==> config.mk <==
export PLATFORM = sky130hd
export DESIGN_NAME = uart_fifo_mmio
export DESIGN_NICKNAME = d
export VERILOG_FILES = /design/src/rtl/uart_fifo_mmio.sv
export SDC_FILE = /design/constraint.sdc
export NUM_CORES = 1
export LEC_CHECK = 0
export CELL_PAD_IN_SITES_DETAIL_PLACEMENT = 0
export CELL_PAD_IN_SITES_GLOBAL_PLACEMENT = 1
export CORE_MARGIN = 10
export CORE_UTILIZATION = 42
export CTS_CLUSTER_SIZE = 16
export DETAILED_ROUTE_END_ITERATION = 10
export PLACE_DENSITY_LB_ADDON = 0.3
export SLEW_MARGIN = 20
export SYNTH_ARGS = -nofsm -noshare
export SYNTH_HDL_FRONTEND = slang
export SYNTH_SLANG_ARGS = --single-unit
==> constraint.sdc <==
create_clock -name CLK -period 11.1 [get_ports CLK]
set_input_delay 1.11 -clock CLK [delete_from_list [all_inputs] [get_ports CLK]]
set_output_delay 1.11 -clock CLK [all_outputs]
set_load 0.05 [all_outputs]
==> src/rtl/uart_fifo_mmio.sv <==
// Memory-mapped UART with TX/RX FIFOs, programmable baud divisor, optional parity
// and a boot-loader path that packs received bytes into instruction-memory words.

module uart_fifo_mmio_fifo #(
    parameter int unsigned DEPTH = 8,
    parameter int unsigned W     = 8
) (
    input  logic         clk,
    input  logic         rst,
    input  logic         push,
    input  logic         pop,
    input  logic [W-1:0] din,
    output logic [W-1:0] head_c,
    output logic         empty_c,
    output logic         full_c
);
    localparam int unsigned AW = (DEPTH > 1) ? $clog2(DEPTH) : 1;

    logic [W-1:0]  mem_q [DEPTH];
    logic [W-1:0]  mem_d [DEPTH];
    logic [AW-1:0] wr_q, wr_d, rd_q, rd_d;
    logic [AW:0]   cnt_q, cnt_d;
    logic          push_ok, pop_ok;

    assign empty_c = (cnt_q == '0);
    assign full_c  = (cnt_q == (AW+1)'(DEPTH));
    assign head_c  = mem_q[rd_q];

    // A push into a full FIFO succeeds only when a pop frees the slot in the same cycle
    always_comb begin
        pop_ok  = pop & ~empty_c;
        push_ok = push & (~full_c | pop_ok);
        mem_d   = mem_q;
        wr_d    = wr_q;
        rd_d    = rd_q;
        cnt_d   = cnt_q;
        if (push_ok) begin
            mem_d[wr_q] = din;
            wr_d        = wr_q + AW'(1);
        end
        if (pop_ok) begin
            rd_d = rd_q + AW'(1);
        end
        case ({push_ok, pop_ok})
            2'b10:   cnt_d = cnt_q + (AW+1)'(1);
            2'b01:   cnt_d = cnt_q - (AW+1)'(1);
            default: cnt_d = cnt_q;
        endcase
    end

    always_ff @(posedge clk or posedge rst) begin
        if (rst) begin
            for (int i = 0; i < int'(DEPTH); i++) begin
                mem_q[i] <= '0;
            end
            wr_q  <= '0;
            rd_q  <= '0;
            cnt_q <= '0;
        end else begin
            mem_q <= mem_d;
            wr_q  <= wr_d;
            rd_q  <= rd_d;
            cnt_q <= cnt_d;
        end
    end
endmodule

module uart_fifo_mmio #(
    parameter logic [31:0] BASE_ADDR  = 32'h8000_0000,
    parameter int unsigned DEF_DIV    = 5208,
    parameter int unsigned DIV_W      = 16,
    parameter int unsigned FIFO_DEPTH = 8
) (
    input  logic        CLK,
    input  logic        reset,
    input  logic        RX,
    output logic        TX,
    input  logic [31:0] A,
    input  logic [31:0] WD,
    input  logic        WE,
    input  logic        RE,
    output logic [31:0] RD,
    output logic        irq,
    output logic        imem_WE,
    output logic [31:0] imem_A,
    output logic [31:0] imem_WD,
    output logic        cpu_stall,
    output logic        prog_mode
);
    localparam logic [31:0] ADDR_DATA   = BASE_ADDR + 32'd4;
    localparam logic [31:0] ADDR_CTRL   = BASE_ADDR + 32'd8;
    localparam logic [31:0] ADDR_STATUS = BASE_ADDR + 32'd12;
    localparam logic [31:0] ADDR_BAUD   = BASE_ADDR + 32'd16;

    localparam logic [2:0] S_IDLE  = 3'd0;
    localparam logic [2:0] S_START = 3'd1;
    localparam logic [2:0] S_DATA  = 3'd2;
    localparam logic [2:0] S_PAR   = 3'd3;
    localparam logic [2:0] S_STOP  = 3'd4;

    // Registers and flags
    logic [6:0]       ctrl_q, ctrl_d;
    logic [DIV_W-1:0] div_q, div_d;
    logic             ovf_q, ovf_d, ferr_q, ferr_d, perr_q, perr_d;
    logic [31:0]      rd_q, rd_d;
    logic             irq_q, irq_d;

    // TX path
    logic [2:0]       tx_state_q, tx_state_d;
    logic [DIV_W-1:0] tx_cnt_q, tx_cnt_d;
    logic [7:0]       tx_sh_q, tx_sh_d;
    logic [2:0]       tx_bit_q, tx_bit_d;
    logic             tx_stp_q, tx_stp_d, tx_par_q, tx_par_d, tx_q, tx_d;
    logic             tx_load, tx_push, tx_pop;
    logic [7:0]       tx_head;
    logic             tx_fifo_empty, tx_full, tx_empty_c;

    // RX path
    logic             rx_m_q, rx_s_q, rx_p_q;
    logic [2:0]       rx_state_q, rx_state_d;
    logic [DIV_W-1:0] rx_cnt_q, rx_cnt_d, rx_half;
    logic [7:0]       rx_sh_q, rx_sh_d;
    logic [2:0]       rx_bit_q, rx_bit_d;
    logic             rx_pbad_q, rx_pbad_d;
    logic             rx_good, rx_push, rx_pop, rx_byte_prog;
    logic             set_ferr, set_perr, set_ovf;
    logic [7:0]       rx_head;
    logic             rx_empty, rx_full;

    // Boot-loader word packer
    logic [1:0]       pk_cnt_q, pk_cnt_d;
    logic [23:0]      pk_word_q, pk_word_d;
    logic [31:0]      pk_addr_q, pk_addr_d;
    logic             imem_we_q, imem_we_d;
    logic [31:0]      imem_a_q, imem_a_d, imem_wd_q, imem_wd_d;

    logic             ctrl_wr, unused_wd;

    assign unused_wd = ^WD;

    uart_fifo_mmio_fifo #(.DEPTH(FIFO_DEPTH), .W(8)) u_tx_fifo (
        .clk(CLK), .rst(reset), .push(tx_push), .pop(tx_pop), .din(WD[7:0]),
        .head_c(tx_head), .empty_c(tx_fifo_empty), .full_c(tx_full)
    );

    uart_fifo_mmio_fifo #(.DEPTH(FIFO_DEPTH), .W(8)) u_rx_fifo (
        .clk(CLK), .rst(reset), .push(rx_push), .pop(rx_pop), .din(rx_sh_q),
        .head_c(rx_head), .empty_c(rx_empty), .full_c(rx_full)
    );

    assign tx_empty_c = tx_fifo_empty & (tx_state_q == S_IDLE);
    assign ctrl_wr    = WE && (A == ADDR_CTRL);

    // Bus decode, register file, read mux and sticky error flags
    always_comb begin
        logic clr;
        ctrl_d  = ctrl_q;
        div_d   = div_q;
        rd_d    = '0;
        tx_push = WE && (A == ADDR_DATA);
        rx_pop  = RE && (A == ADDR_DATA) && !rx_empty;
        clr     = RE && (A == ADDR_STATUS);
        if (ctrl_wr) begin
            ctrl_d = {WD[6:1], 1'b0};
        end
        if (WE && (A == ADDR_BAUD)) begin
            div_d = (WD[DIV_W-1:0] == '0) ? DIV_W'(1) : WD[DIV_W-1:0];
        end
        if (RE) begin
            case (A)
                ADDR_DATA:   rd_d = rx_empty ? 32'd0 : {24'd0, rx_head};
                ADDR_CTRL:   rd_d = {25'd0, ctrl_q};
                ADDR_STATUS: rd_d = {26'd0, ovf_q, ferr_q, perr_q, tx_full, tx_empty_c, ~rx_empty};
                ADDR_BAUD:   rd_d = 32'(div_q);
                default:     rd_d = '0;
            endcase
        end
        ovf_d  = (ovf_q  & ~clr) | set_ovf;
        ferr_d = (ferr_q & ~clr) | set_ferr;
        perr_d = (perr_q & ~clr) | set_perr;
        irq_d  = (~rx_empty & ctrl_q[5]) | (tx_empty_c & ctrl_q[6]);
    end

    // TX FSM; the bit counter reloads from div_q at every bit boundary
    always_comb begin
        tx_state_d = tx_state_q;
        tx_cnt_d   = tx_cnt_q;
        tx_sh_d    = tx_sh_q;
        tx_bit_d   = tx_bit_q;
        tx_stp_d   = tx_stp_q;
        tx_par_d   = tx_par_q;
        tx_d       = tx_q;
        tx_pop     = 1'b0;
        tx_load    = 1'b0;
        if (tx_state_q != S_IDLE && tx_cnt_q != '0) begin
            tx_cnt_d = tx_cnt_q - DIV_W'(1);
        end
        case (tx_state_q)
            S_IDLE: begin
                tx_d = 1'b1;
                if (!tx_fifo_empty) tx_load = 1'b1;
            end
            S_START: begin
                if (tx_cnt_q == '0) begin
                    tx_state_d = S_DATA;
                    tx_cnt_d   = div_q - DIV_W'(1);
                    tx_bit_d   = 3'd0;
                    tx_d       = tx_sh_q[0];
                end
            end
            S_DATA: begin
                if (tx_cnt_q == '0) begin
                    tx_cnt_d = div_q - DIV_W'(1);
                    if (tx_bit_q == 3'd7) begin
                        if (ctrl_q[2]) begin
                            tx_state_d = S_PAR;
                            tx_d       = tx_par_q;
                        end else begin
                            tx_state_d = S_STOP;
                            tx_stp_d   = 1'b0;
                            tx_d       = 1'b1;
                        end
                    end else begin
                        tx_bit_d = tx_bit_q + 3'd1;
                        tx_sh_d  = {1'b0, tx_sh_q[7:1]};
                        tx_d     = tx_sh_q[1];
                    end
                end
            end
            S_PAR: begin
                if (tx_cnt_q == '0) begin
                    tx_state_d = S_STOP;
                    tx_cnt_d   = div_q - DIV_W'(1);
                    tx_stp_d   = 1'b0;
                    tx_d       = 1'b1;
                end
            end
            S_STOP: begin
                if (tx_cnt_q == '0) begin
                    if (ctrl_q[4] && !tx_stp_q) begin
                        tx_stp_d = 1'b1;
                        tx_cnt_d = div_q - DIV_W'(1);
                    end else if (!tx_fifo_empty) begin
                        tx_load = 1'b1;
                    end else begin
                        tx_state_d = S_IDLE;
                        tx_d       = 1'b1;
                    end
                end
            end
            default: begin
                tx_state_d = S_IDLE;
                tx_d       = 1'b1;
            end
        endcase
        if (tx_load) begin
            tx_pop     = 1'b1;
            tx_state_d = S_START;
            tx_cnt_d   = div_q - DIV_W'(1);
            tx_sh_d    = tx_head;
            tx_par_d   = ^tx_head ^ ctrl_q[3];
            tx_d       = 1'b0;
        end
    end

    // RX FSM; start is confirmed at half a bit, then every bit sampled mid-bit
    always_comb begin
        rx_state_d = rx_state_q;
        rx_cnt_d   = rx_cnt_q;
        rx_sh_d    = rx_sh_q;
        rx_bit_d   = rx_bit_q;
        rx_pbad_d  = rx_pbad_q;
        rx_good    = 1'b0;
        set_ferr   = 1'b0;
        set_perr   = 1'b0;
        rx_half    = div_q >> 1;
        if (rx_state_q != S_IDLE && rx_cnt_q != '0) begin
            rx_cnt_d = rx_cnt_q - DIV_W'(1);
        end
        case (rx_state_q)
            S_IDLE: begin
                if (rx_p_q && !rx_s_q) begin
                    rx_state_d = S_START;
                    rx_cnt_d   = (rx_half == '0) ? '0 : rx_half - DIV_W'(1);
                    rx_pbad_d  = 1'b0;
                end
            end
            S_START: begin
                if (rx_cnt_q == '0) begin
                    rx_state_d = rx_s_q ? S_IDLE : S_DATA;
                    rx_cnt_d   = div_q - DIV_W'(1);
                    rx_bit_d   = 3'd0;
                end
            end
            S_DATA: begin
                if (rx_cnt_q == '0) begin
                    rx_sh_d  = {rx_s_q, rx_sh_q[7:1]};
                    rx_cnt_d = div_q - DIV_W'(1);
                    rx_bit_d = rx_bit_q + 3'd1;
                    if (rx_bit_q == 3'd7) begin
                        rx_state_d = ctrl_q[2] ? S_PAR : S_STOP;
                    end
                end
            end
            S_PAR: begin
                if (rx_cnt_q == '0) begin
                    rx_pbad_d  = rx_s_q != (^rx_sh_q ^ ctrl_q[3]);
                    rx_state_d = S_STOP;
                    rx_cnt_d   = div_q - DIV_W'(1);
                end
            end
            S_STOP: begin
                if (rx_cnt_q == '0) begin
                    rx_state_d = S_IDLE;
                    if (!rx_s_q)        set_ferr = 1'b1;
                    else if (rx_pbad_q) set_perr = 1'b1;
                    else                rx_good  = 1'b1;
                end
            end
            default: rx_state_d = S_IDLE;
        endcase
        rx_push      = rx_good & ~ctrl_q[1];
        rx_byte_prog = rx_good & ctrl_q[1];
        set_ovf      = rx_push & rx_full & ~rx_pop;
    end

    // Little-endian word packer; any change of prog mode drops a partial word
    always_comb begin
        pk_cnt_d  = pk_cnt_q;
        pk_word_d = pk_word_q;
        pk_addr_d = pk_addr_q;
        imem_we_d = 1'b0;
        imem_a_d  = imem_a_q;
        imem_wd_d = imem_wd_q;
        if (rx_byte_prog) begin
            pk_cnt_d = pk_cnt_q + 2'd1;
            case (pk_cnt_q)
                2'd0: pk_word_d[7:0]   = rx_sh_q;
                2'd1: pk_word_d[15:8]  = rx_sh_q;
                2'd2: pk_word_d[23:16] = rx_sh_q;
                default: begin
                    imem_we_d = 1'b1;
                    imem_a_d  = pk_addr_q;
                    imem_wd_d = {rx_sh_q, pk_word_q};
                    pk_addr_d = pk_addr_q + 32'd4;
                end
            endcase
        end
        if (ctrl_wr && (WD[1] != ctrl_q[1])) begin
            pk_cnt_d  = 2'd0;
            pk_word_d = '0;
            if (WD[1]) pk_addr_d = '0;
        end
    end

    always_ff @(posedge CLK or posedge reset) begin
        if (reset) begin
            ctrl_q     <= '0;
            div_q      <= DIV_W'(DEF_DIV);
            ovf_q      <= 1'b0;
            ferr_q     <= 1'b0;
            perr_q     <= 1'b0;
            rd_q       <= '0;
            irq_q      <= 1'b0;
            tx_state_q <= S_IDLE;
            tx_cnt_q   <= '0;
            tx_sh_q    <= '0;
            tx_bit_q   <= '0;
            tx_stp_q   <= 1'b0;
            tx_par_q   <= 1'b0;
            tx_q       <= 1'b1;
            rx_m_q     <= 1'b1;
            rx_s_q     <= 1'b1;
            rx_p_q     <= 1'b1;
            rx_state_q <= S_IDLE;
            rx_cnt_q   <= '0;
            rx_sh_q    <= '0;
            rx_bit_q   <= '0;
            rx_pbad_q  <= 1'b0;
            pk_cnt_q   <= '0;
            pk_word_q  <= '0;
            pk_addr_q  <= '0;
            imem_we_q  <= 1'b0;
            imem_a_q   <= '0;
            imem_wd_q  <= '0;
        end else begin
            ctrl_q     <= ctrl_d;
            div_q      <= div_d;
            ovf_q      <= ovf_d;
            ferr_q     <= ferr_d;
            perr_q     <= perr_d;
            rd_q       <= rd_d;
            irq_q      <= irq_d;
            tx_state_q <= tx_state_d;
            tx_cnt_q   <= tx_cnt_d;
            tx_sh_q    <= tx_sh_d;
            tx_bit_q   <= tx_bit_d;
            tx_stp_q   <= tx_stp_d;
            tx_par_q   <= tx_par_d;
            tx_q       <= tx_d;
            rx_m_q     <= RX;
            rx_s_q     <= rx_m_q;
            rx_p_q     <= rx_s_q;
            rx_state_q <= rx_state_d;
            rx_cnt_q   <= rx_cnt_d;
            rx_sh_q    <= rx_sh_d;
            rx_bit_q   <= rx_bit_d;
            rx_pbad_q  <= rx_pbad_d;
            pk_cnt_q   <= pk_cnt_d;
            pk_word_q  <= pk_word_d;
            pk_addr_q  <= pk_addr_d;
            imem_we_q  <= imem_we_d;
            imem_a_q   <= imem_a_d;
            imem_wd_q  <= imem_wd_d;
        end
    end

    assign TX        = tx_q;
    assign RD        = rd_q;
    assign irq       = irq_q;
    assign imem_WE   = imem_we_q;
    assign imem_A    = imem_a_q;
    assign imem_WD   = imem_wd_q;
    assign prog_mode = ctrl_q[1];
    assign cpu_stall = ctrl_q[1];
endmodule

==> Word level (Yosys, flattened, before mapping) <==
Cells that the tools add are included.
{ "word_totals": {"register_bits": 396, "input_bits": 69, "output_inout_bits": 101, "word_cells": 320} }
{ "classes": {"n_addsub": 16, "n_lt_le_gt_ge": 6, "eq_ne": 47, "mux": 106, "bitwise_logic": 34, "reduce_logical": 59} }
{ "ops": {"columns": ["op", "count"], "rows": [
  ["$mux 16", 11],
  ["$bwmux 64", 2],
  ["$eq 32x32->1 const B", 4],
  ["$mux 32", 4],
  ["$mux 8", 14],
  ["$logic_not 16->1", 4],
  ["$pmux 16 s2", 2],
  ["$pmux 16 s4", 1],
  ["$mux 3", 19],
  ["$bmux 8 s3", 2],
  ["$demux 8 s3", 2],
  ["$mux 24", 2],
  ["$sub 16x1->16 const B", 3],
  ["$mux 1", 34],
  ["$add 32x3->32 const B", 1],
  ["$ne 2x2->1 const B", 16],
  ["$reduce_bool 16->1", 2],
  ["$pmux 3 s5", 2],
  ["$reduce_bool 2->1", 11],
  ["$ne 3x3->1 const B", 7],
  ["$add 3x1->3 const B", 6],
  ["$ge 4x4->1 const B", 4],
  ["$not 3->4", 4],
  ["$pmux 4 s2", 2],
  ["35 further kinds", 109]
]} }

==> Logic depth before layout (Yosys ltp) <==
{ "depth": {"word_depth": 11, "ltp_mapped": 16, "ltp_nobuf": 15} }

==> Cells and area by module <==
From an unflattened synthesis, not the netlist that was laid out.
{ "unflattened": {"hier_cells": 1701, "area_unflattened_um2": 19103.3} }
{ "by_module_without_submodules": {"columns": ["module", "instances", "cells_per_inst", "area_each_um2", "seq_area_each_um2"], "rows": [
  ["uart_fifo_mmio", 1, 1241, 11861.4, 5716.7],
  ["uart_fifo_mmio_fifo", 2, 230, 3621.0, 1851.8]
]} }

==> Worst setup path before layout <==
OpenSTA, ideal clock, no wires.
{ "synth_timing": {"path_type": "input -> register", "from": "input A[1]", "to": "register u_tx_fifo.cnt_q[2]", "setup_time_ns": 0.125, "arrival_ns": 3.616, "t_required_ns": 10.975, "path_slack_ns": 7.359, "stages": 13, "path_buffers": 0, "cell_sequence": "nor4_1 nand4_1 nor3_1 nand2_1 nor2_1 inv_1 ha_1 xor2_1 ha_1 a21oi_1 xor2_1 nor2_1 xor2_1"} }
{ "synth_via": {"elab_chain_cells": 5, "word_cells_on_any_way": 7, "classes_between": "eq/ne (3); mux (1); bitwise (1); reduce/logical (2)"} }
{ "synth_lines": {"columns": ["item", "line_no", "source"], "rows": [
  ["start, declared", "78", "input logic [31:0] A,"],
  ["$eq 32x32->1 *", "160", "tx_push = WE && (A == ADDR_DATA);"],
  ["$logic_and 1x1->1 *", "160", null],
  ["$and 1x1->1 *", "32", "push_ok = push & (~full_c | pop_ok);"],
  ["$eq 2x1->1 or $eq 2x2->1 (tied branches)", "44", "case ({push_ok, pop_ok})"],
  ["$pmux 4 s2 or $reduce_bool 2->1 (tied branches)", null, null],
  ["end signal, assigned", "63", "cnt_q <= cnt_d;"],
  ["end, declared", "22", "logic [AW:0] cnt_q, cnt_d;"]
]} }
Mark *: on every way between the ends. The rest lies on a longest branch, timed or not.
A chain may end at the register's enable or synchronous reset.

==> Worst setup path in the final report <==
{ "layout_timing": {"from": "input A[2]", "to": "register u_rx_fifo.mem_q[4] (netlist name)"} }
{ "layout_via": {"elab_chain_cells": 6} }
{ "layout_lines": {"columns": ["item", "line_no", "source"], "rows": [
  ["$eq 32x32->1", "161", "rx_pop = RE && (A == ADDR_DATA) && !rx_empty;"],
  ["$logic_and 1x1->1 (2 in series)", "161", null],
  ["$and 1x1->1", "31", "pop_ok = pop & ~empty_c;"],
  ["$or 1x1->1", "32", null],
  ["$and 1x1->1", "32", null],
  ["end signal, assigned", "60", "mem_q <= mem_d;"],
  ["end, declared", "19", "logic [W-1:0] mem_q [DEPTH];"]
]} }
No other way between the ends.

==> results.py <==
metrics = {
    "route": {
        "wl_um": 46100,
        "drc": 0,
        "routedWlPerCell_um": 20.1,
        "drt_iter0_drc": 787,
        "vias": 12500,
        "wl_met3_um": 2210,
        "dr_wl_met2_um": 21300,
        "viasPerCell": 5.43,
        "routedLengthMet1_um": 21600,
        "top_layer": "met4",
        "ant_nets": 0,
        "first_pass_iters": 5,
    },
    "synthesis": {
        "synthMuxAreaShare_pct": 20.0,
        "synth.area.top_cells": "dfrtp_1 (49%), mux2_2 (12%), mux4_2 (3.9%)",
        "synth_top_family_by_area": "multiplexers",
        "synth.most_common_cell": "dfrtp_1",
        "ys.flop_type": "dfrtp_1",
        "synth_adder_area_share_pct": 1.79,
        "synthXorXnorAreaFrac_pct": 5.45,
        "seq_area_frac_synth_pct": 50.7,
        "yosys.area_share.simple_pct": 13.8,
        "syn_inst": 1580,
        "synth_top_cells_by_count": "dfrtp_1 (367), mux2_2 (196), nand2_1 (153)",
        "synth-async-reset-ratio_pct": 100,
        "yosysTopAreaCell": "dfrtp_1",
        "synth-seq-cells": 376,
        "yosysTopAreaCellShare_pct": 49.5,
        "yosysWarnings": 0,
        "avgSynthCellArea_sq_um": 11.7,
        "synth-compound-area-share_pct": 5.12,
        "yosysUniqueCellTypes": 78,
        "netlist_area_sq_um": 18600,
        "synth_edf_count": 0,
    },
    "sta": {
        "drv_slew": 0,
        "slew_headroom_pct": 29.9,
        "finalSetupViolCount": 0,
        "period_minus_slack_ps": 4420,
        "fmax_mhz": 226,
        "worst_clock_skew_ps": 21.6,
        "rsz0062_at_grt": "no",
        "min_period_over_period_pct": 39.8,
        "worst_hold_slack_ps": 349,
        "setup_tns_ps": 0,
        "tightest_slew_ps": 1050,
        "hold_viol_final": 0,
    },
    "pwr": {
        "ir_drop_mv": 0.105,
        "p_sw_share_pct": 24.3,
        "p_int_uw": 2330,
        "net-switching-power_uw": 748,
        "seqPwrFrac_pct": 47.1,
        "power_frac_comb_pct": 8.0,
        "powerDensity_nw_per_um2": 142,
        "p_leak_uw": 0.00973,
        "clkPwrFrac_pct": 44.9,
    },
    "worst_setup_path": {
        "cp.required_ps": 11530,
        "crit_arrival_ps": 4840,
        "crit_path_start_kind": "input port",
        "cp_slowest_cell": "clkdlybuf4s50_1",
        "worst-setup-path-type": "input port to flop",
        "crit_path_max_fanout": 12,
        "cpPeakStageDelay_ps": 800,
        "path_cells": "clkdlybuf4s50_1 > nor3b_1 > nand2_1 > nor4_1 > o211ai_1 > nor2_1 > mux2_2",
        "end_kind": "flop",
    },
    "grt": {
        "grt_start_max_net_pins": 82,
        "grt_pass1_wl_um": 73700,
        "grt_use_total_pct": 17.3,
        "grt_pass1_vias": 12800,
        "antenna_found_initial": 0,
        "overflow": 0,
    },
    "placed_design": {
        "io_buffer_count": 135,
        "dp_cells": 2221,
        "placed_area_sq_um": 20300,
        "dp_hpwl_um": 31800,
        "gp_congestion": 0.844,
    },
    "clocking": {
        "numClockSinks": 376,
        "htreeDepth": 2,
        "cts_setup_buffers": 0,
        "clock-root-buffer": "clkbuf_16",
        "cts_inserted_buffers": 41,
        "ctsHoldBuffers": 0,
        "cts_tree": "done",
        "clk_latency_ps": 560,
        "clkTransAtPathRegs_ps": 60,
        "cts_resized": 0,
        "cts_buffer_depth": 3,
    },
    "floorplanning": {
        "core_area_sq_um": 43400,
        "die-height_um": 230,
        "initial_core_util_pct": 42.8,
        "row_count": 76,
        "die-area_sq_um": 53000,
        "die_w_um": 230,
        "pin_count": 170,
    },
    "worst_hold_path": {
        "hp-class": "flop to flop",
    },
    "finish": {
        "stdcell_count": 2295,
        "stdcell_area_sq_um": 21700,
        "area_growth_pct": 16.8,
        "fin_nets": 1774,
        "final_layout_size_suffix_gt1_share_pct": 20.5,
        "insertedDiodeCount": 0,
    },
    "job": {
        "cap_violations": 0,
    },
    "run_status": {
        "status": "complete, no violations",
    },
}
==> worst max-delay path: cells and delay by family <==
family	cells	cell delay (ps)
muxes	1	420
buffers and inverters	1	800
and+or+nand+nor	4	2130
AOI/OAI and AO/OA	1	360
==> layer usage <==
metal	vias to the layer above	GRT usage (%)
met2	284	26.9
met5	-	0
li1	5805	-
met4	0	4.87
met3	69	3.48
met1	6308	24.0
==> layout by cell type (no fill, tap or decap), types with 23 or more instances in the layout <==
master	count
a21oi_1	43
clkbuf_16	43
clkdlybuf4s50_1	135
dfrtp_1	367
ha_1	25
inv_1	23
mux2_2	196
mux2_4	24
mux2i_1	42
mux4_2	32
nand2_1	153
nand3_1	39
nor2_1	97
nor3_1	42
nor4_1	32
o21ai_0	33
xnor2_1	75
xor2_1	38
==> flip-flops by register name (all words and copies together), names as in the netlist, 4 cells and up <==
signal and cells:
imem_WD 32, RD 16, tx_sh_q 8, u_tx_fifo.mem_q 64, rx_sh_q 8, imem_A 30
ctrl_q 6, rx_cnt_q 16, pk_word_q 24, pk_addr_q 30, u_rx_fifo.cnt_q 4, div_q 16
u_rx_fifo.mem_q 64, u_tx_fifo.cnt_q 4, tx_cnt_q 16
==> path summary, 6_finish.rpt <==
check / start / end / slack (ps) / cells after the start
min in group asynchronous: reset / u_rx_fifo.mem_q[41] / 1120 / 2
hold reg to reg: rx_m_q / rx_s_q / 350 / 0
setup / recovery: A[2] / u_rx_fifo.mem_q[4] / 6680 / 7
hold / removal: rx_m_q / rx_s_q / 350 / 0
setup reg to reg: rx_cnt_q[0] / u_rx_fifo.cnt_q[3] / 7030 / 14
max in group asynchronous: reset / imem_A[14] / 7880 / 4
==> power groups by stage <==
stage / combinational, uW / sequential, uW / clock, uW
floorplan: 199 / 1450 / 0
finish: 247 / 1450 / 1380
global placement: 244 / 1470 / 0
CTS: 250 / 1450 / 1420
global route: 281 / 1450 / 1470
detailed placement: 248 / 1470 / 0
==> kinds of logic after synthesis <==
group / Yosys count
AOI/OAI and AO/OA: 146
xor gates and xnor gates: 114
adders and majority gates: 26
buffers and inverters: 130
DFF: 376
muxes: 294
other: 1
and+or+nand+nor: 493
==> area by class of cell <==
type                            instances  area [sq um]
Fill cell                            3915         21700
Sequential cell                       376          9420
Multi-Input combinational cell       1091          8650
Timing Repair Buffer                  144          1420
Clock buffer                           65          1230
Tap cell                              585           732
Clock inverter                          9           129
Inverter                               25          97.6
==> per-stage QoR <==
stage / setup WS, ps / utilization [%] / total power, uW
global route: 6270 / 50.0 / 3200
finish: 6680 / 50.0 / 3080
floorplan: 4950 / - / 1650
CTS: 6750 / 50.0 / 3110
detailed placement: 6180 / 46.8 / 1720
global placement: 6230 / 46.8 / 1710
Note: power is estimated with default switching activity, not from simulation.
